===== src/rtl/stream_demux.sv =====
// rtl/stream_demux.sv - packet-sticky 1:2 stream demultiplexer with two-entry per-channel FIFOs
// Channel select is latched at packet start and held until the last beat is accepted.

module stream_demux_fifo #(
    parameter int DW = 9
) (
    input  logic          clk,
    input  logic          rst,
    input  logic          push,
    input  logic          pop,
    input  logic [DW-1:0] din,
    output logic [DW-1:0] head,
    output logic [1:0]    count
);

    logic [DW-1:0] tail;

    always_ff @(posedge clk) begin
        if (rst) begin
            head  <= '0;
            tail  <= '0;
            count <= 2'd0;
        end else begin
            case ({push, pop})
                2'b10: begin
                    if (count == 2'd0) head <= din;
                    else               tail <= din;
                    count <= count + 2'd1;
                end
                2'b01: begin
                    head  <= tail;
                    count <= count - 2'd1;
                end
                2'b11: begin
                    // With one entry the new beat replaces the departing head directly.
                    if (count == 2'd1) begin
                        head <= din;
                    end else begin
                        head <= tail;
                        tail <= din;
                    end
                end
                default: ;
            endcase
        end
    end

endmodule

module stream_demux #(
    parameter int WIDTH = 8
) (
    input  logic             clk,
    input  logic             rst,
    input  logic [WIDTH-1:0] i,
    input  logic             i_valid,
    input  logic             i_last,
    input  logic             s,
    output logic             i_ready,
    output logic [WIDTH-1:0] o0,
    output logic             o0_valid,
    output logic             o0_last,
    input  logic             o0_ready,
    output logic [WIDTH-1:0] o1,
    output logic             o1_valid,
    output logic             o1_last,
    input  logic             o1_ready,
    output logic [7:0]       pkt_cnt0,
    output logic [7:0]       pkt_cnt1
);

    typedef enum logic [1:0] {IDLE, ROUTE0, ROUTE1} state_t;

    state_t       state, state_nxt;
    logic         target;
    logic         accept;
    logic         push0, push1, pop0, pop1;
    logic [1:0]   count0, count1;
    logic [WIDTH:0] head0, head1;

    always_comb begin
        target = 1'b0;
        case (state)
            IDLE:    target = s;
            ROUTE0:  target = 1'b0;
            ROUTE1:  target = 1'b1;
            default: target = 1'b0;
        endcase
    end

    // A popping full FIFO still reports not-ready; no same-cycle pass-through.
    assign i_ready = target ? (count1 < 2'd2) : (count0 < 2'd2);
    assign accept  = i_valid & i_ready;
    assign push0   = accept & ~target;
    assign push1   = accept & target;
    assign pop0    = o0_valid & o0_ready;
    assign pop1    = o1_valid & o1_ready;

    always_ff @(posedge clk) begin
        if (rst) state <= IDLE;
        else     state <= state_nxt;
    end

    always_comb begin
        state_nxt = state;
        case (state)
            IDLE: begin
                if (accept && !i_last) state_nxt = s ? ROUTE1 : ROUTE0;
            end
            ROUTE0, ROUTE1: begin
                if (accept && i_last) state_nxt = IDLE;
            end
            default: state_nxt = IDLE;
        endcase
    end

    always_ff @(posedge clk) begin
        if (rst) begin
            pkt_cnt0 <= 8'd0;
            pkt_cnt1 <= 8'd0;
        end else begin
            if (push0 && i_last) pkt_cnt0 <= pkt_cnt0 + 8'd1;
            if (push1 && i_last) pkt_cnt1 <= pkt_cnt1 + 8'd1;
        end
    end

    stream_demux_fifo #(.DW(WIDTH + 1)) u_fifo0 (
        .clk   (clk),
        .rst   (rst),
        .push  (push0),
        .pop   (pop0),
        .din   ({i_last, i}),
        .head  (head0),
        .count (count0)
    );

    stream_demux_fifo #(.DW(WIDTH + 1)) u_fifo1 (
        .clk   (clk),
        .rst   (rst),
        .push  (push1),
        .pop   (pop1),
        .din   ({i_last, i}),
        .head  (head1),
        .count (count1)
    );

    assign o0       = head0[WIDTH-1:0];
    assign o0_last  = head0[WIDTH];
    assign o0_valid = (count0 != 2'd0);
    assign o1       = head1[WIDTH-1:0];
    assign o1_last  = head1[WIDTH];
    assign o1_valid = (count1 != 2'd0);

endmodule


===== config.mk =====
export PLATFORM = sky130hd
export DESIGN_NAME = stream_demux
export DESIGN_NICKNAME = d
export VERILOG_FILES = /design/src/rtl/stream_demux.sv
export SDC_FILE = /design/constraint.sdc
export NUM_CORES = 1
export LEC_CHECK = 0
export ABC_CLOCK_PERIOD_IN_PS = 2500
export CAP_MARGIN = 20
export CORE_ASPECT_RATIO = 0.5
export CORE_UTILIZATION = 36
export CTS_BUF_LIST = sky130_fd_sc_hd__clkbuf_4 sky130_fd_sc_hd__clkbuf_8 sky130_fd_sc_hd__clkbuf_16
export DETAILED_ROUTE_END_ITERATION = 16
export PLACE_DENSITY_LB_ADDON = 0.15
export SYNTH_ARGS = -nofsm -noshare
export SYNTH_HDL_FRONTEND = slang
export SYNTH_SLANG_ARGS = --single-unit

===== constraint.sdc =====
create_clock -name clk -period 2.5 [get_ports clk]
set_input_delay 0.5 -clock clk [delete_from_list [all_inputs] [get_ports clk]]
set_output_delay 0.5 -clock clk [all_outputs]
set_load 0.005 [all_outputs]

==> results.sh <==
export IMPL_swShare_pct=33.1
export IMPL_synthMuxAreaShare_pct=4.66
export IMPL_vias=2574
export IMPL_period_share_pct=94.7
export IMPL_dp_hpwl_um=4950
export IMPL_synthTopCellsByCount="dfxtp_1, nor2_1, nand2b_1"
export IMPL_p_total_w=0.00421
export IMPL_postCtsHoldBufs=0
export IMPL_dr_pass1_iters=4
export IMPL_setup_violations=0
export IMPL_finalNetCount=411
export IMPL_grt_usage_pct=18.1
export IMPL_worst_slack_ps=132
export IMPL_worst_slew_pin_slew_ps=455
export IMPL_clock_root_buffer="clkbuf_16"
export IMPL_arrival_ps=2580
export IMPL_grt_overflow=0
export IMPL_multi_input_area_mm2=0.00154
export IMPL_wl_per_cell_um=14.0
export IMPL_synth_warnings=0
export IMPL_ant_nets=0
export IMPL_post_place_ws_ps=-281
export IMPL_cp_start_kind="flip-flop"
export IMPL_synth_area_leaders="dfxtp_1, ha_1, a221oi_1"
export IMPL_tns_ps=0
export IMPL_placed_area_mm2=0.00354
export IMPL_syn_to_final_growth_pct=38.9
export IMPL_syn_nets=344
export IMPL_numPortBuffers=51
export IMPL_drtIter0Drc=120
export IMPL_place_gp_congestion=0.849
export IMPL_synth_top_family_by_area="simple AND/OR/NAND/NOR gates"
export IMPL_via_per_inst=5.33
export IMPL_min_to="u_fifo1.tail[4]"
export IMPL_reg2reg_depth=12
export IMPL_seq_area_mm2=0.00116
export IMPL_irDropWorstVdd_mv=0.390
export IMPL_final_layout_size_suffix_gt1_share_pct=12.7
export IMPL_synth_async_reset_ratio_pct=0
export IMPL_ys_seq_elements=58
export IMPL_synth_compound_area_share_pct=16.2
export IMPL_crit_type="reg -> reg"
export IMPL_finClkSkew_ps=5.77
export IMPL_yosysTopAreaCell="dfxtp_1"
export IMPL_clkPwrFrac_pct=29.0
export IMPL_synth_edff_count=0
export IMPL_hold_slack_ps=478
export IMPL_first_global_vias=2541
export IMPL_synth_distinct_cells=42
export IMPL_cts_tree="built"
export IMPL_fmax_mhz=422
export IMPL_status="complete, no violations"
export IMPL_p_int_w=0.00282
export IMPL_syn_mean_instance_area_um2=8.87
export IMPL_core_area_mm2=0.00743
export IMPL_clk_pin_slew_ps=50
export IMPL_die_x_um=127
export IMPL_synthSimpleGateAreaFrac_pct=23.6
export IMPL_die_h_um=64.3
export IMPL_power_density_mw_per_mm2=1090
export IMPL_p_sw_w=0.00140
export IMPL_seqPwrFrac_pct=30.2
export IMPL_cts_sinks=58
export IMPL_clkLatencyLatePin_ps=320
export IMPL_power_frac_comb_pct=40.8
export IMPL_seq_area_frac_synth_pct=41.6
export IMPL_regToRegEndpoint="u_fifo1.tail[3]"
export IMPL_hold_viol_final=0
export IMPL_min_path_cells=2
export IMPL_antenna_found_initial=0
export IMPL_rsz0062_at_grt="false"
export IMPL_synth_top_area_share_pct=41.6
export IMPL_drv_slew=0
export IMPL_rows=22
export IMPL_drt_wl_total_um=6740
export IMPL_worstHoldPathType="reg -> reg"
export IMPL_nFillCells=700
export IMPL_netlist_area_mm2=0.00279
export IMPL_cts_max_path_buffers=2
export IMPL_r2r_slack_ps=130
export IMPL_grt_max_degree=56
export IMPL_start_util_pct=37.6
export IMPL_ys_flop_type="dfxtp_1"
export IMPL_synth_xor_area_share_pct=2.82
export IMPL_cts_buffers=9
export IMPL_synthAdderAreaFrac_pct=6.27
export IMPL_cap_violations=0
export IMPL_period_minus_slack_ps=2370
export IMPL_grt_pass1_wl_um=11400
export IMPL_power_leakage_nw=1.50
export IMPL_num_antenna_cells=0
export IMPL_yosysMostFrequentCell="dfxtp_1"
export IMPL_drcViolationCount=0
export IMPL_relSlewSlack_pct=69.5
export IMPL_finalInstanceArea_mm2=0.00388
export IMPL_io_pins=52
export IMPL_end_kind="flip-flop"
export IMPL_r2r_start="state[1]"
export IMPL_fp_dieArea_mm2=0.00814
export IMPL_crit_required_ps=2710
export IMPL_crit_path_max_fanout=18
export IMPL_synthCells=315
export IMPL_htree_levels=3
export IMPL_hp_start="u_fifo1.tail[4]"
-- how the worst max path moves through the flow --
stage,cells after the start,end,startpoint,slack (ps)
detailed placement,9,u_fifo0.head[1],s,-280
global route,10,u_fifo1.tail[2],u_fifo1.count[1],50
CTS,6,i_ready,state[1],20
floorplan,14,u_fifo1.tail[8],state[1],0.4
finish,12,u_fifo1.tail[3],state[1],130
global placement,11,u_fifo1.tail[8],s,-220
-- area by class of cell --
type                            count  area share, %
Clock buffer                       10           6.16
Inverter                           13           1.26
Timing Repair Buffer               75           18.2
Tap cell                           96           3.09
Clock inverter                      6           1.71
Multi-Input combinational cell    225           39.7
Sequential cell                    58           29.9
-- power by group through the flow --
| stage | sequential, W | combinational (W) | clock, W |
|---|---|---|---|
| 3_3_place_gp | 0.00128 | 0.00164 | 0 |
| 4_1_cts | 0.00127 | 0.00174 | 0.00124 |
| 2_1_floorplan | 0.00128 | 0.000980 | 0 |
| 3_5_place_dp | 0.00129 | 0.00169 | 0 |
| 5_1_grt | 0.00130 | 0.00191 | 0.00130 |
| 6_report | 0.00127 | 0.00172 | 0.00122 |
-- state kept, by name, summed over array words and instances, names as in the netlist --
signal,count
u_fifo0.head,9
u_fifo0.tail,9
u_fifo1.head,9
u_fifo1.tail,9
pkt_cnt0,8
pkt_cnt1,8
state,2
u_fifo0.count,2
u_fifo1.count,2
-- routing by layer --
| metal | share of wire, % | vias to the layer above | track usage [%] |
|---|---|---|---|
| li1 | - | 1272 | - |
| met1 | 44 | 1231 | 19.9 |
| met2 | 50 | 63 | 32.9 |
| met3 | 5.0 | 8 | 5.95 |
| met4 | 1.0 | 0 | 6.63 |
| met5 | 0 | - | 0 |
-- worst max-delay path, stage by stage (launching register included) --
cell and delay [ps]:
dfxtp_1 360, inv_1 90, ha_4 190, a21oi_4 150
nor2_1 50, nand2_1 80, inv_1 60, ha_1 200
a22o_1 230, or4b_1 470, buf_4 210, nand3b_1 100
o21ai_1 70
-- placed cells by master, fill, tap and decap left out, drive strengths merged, types with 6 or more instances in the layout --
cell,netlist,final
a21oi,11,11
a221oi,18,18
buf,6,25
clkbuf,13,10
clkdlybuf4s50,0,48
dfxtp,58,58
ha,14,14
inv,13,13
mux2i,13,13
nand2,12,12
nand2b,22,22
nand3,6,6
nand3b,9,9
nor2,35,35
nor3,20,20
o21ai,18,18
or3,6,6
-- timing repair --
item | in CTS | in global routing
setup endpoints to repair | 1 | 10
setup buffers | 1 | 0
gates resized for setup | 5 | 2
-- stage by stage --
stage / std cells / util [%]
floorplan: 315 / -
global placement: 466 / 47.7
detailed placement: 466 / 47.7
CTS: 483 / 52.1
global route: 483 / 52.2
finish: 483 / 52.2
-- cell families (layout without fill, tap and decap cells) --
| group | Yosys count | count (layout) |
|---|---|---|
| AND/OR/NAND/NOR | 125 | 125 |
| buffers and inverters | 32 | 104 |
| AO/OA/AOI/OAI | 64 | 64 |
| multiplexers | 13 | 13 |
| flip-flops | 58 | 58 |
| XOR/XNOR | 9 | 9 |
| adder cells (fa/ha/maj) | 14 | 14 |
Note: power is estimated with default switching activity, not from simulation.
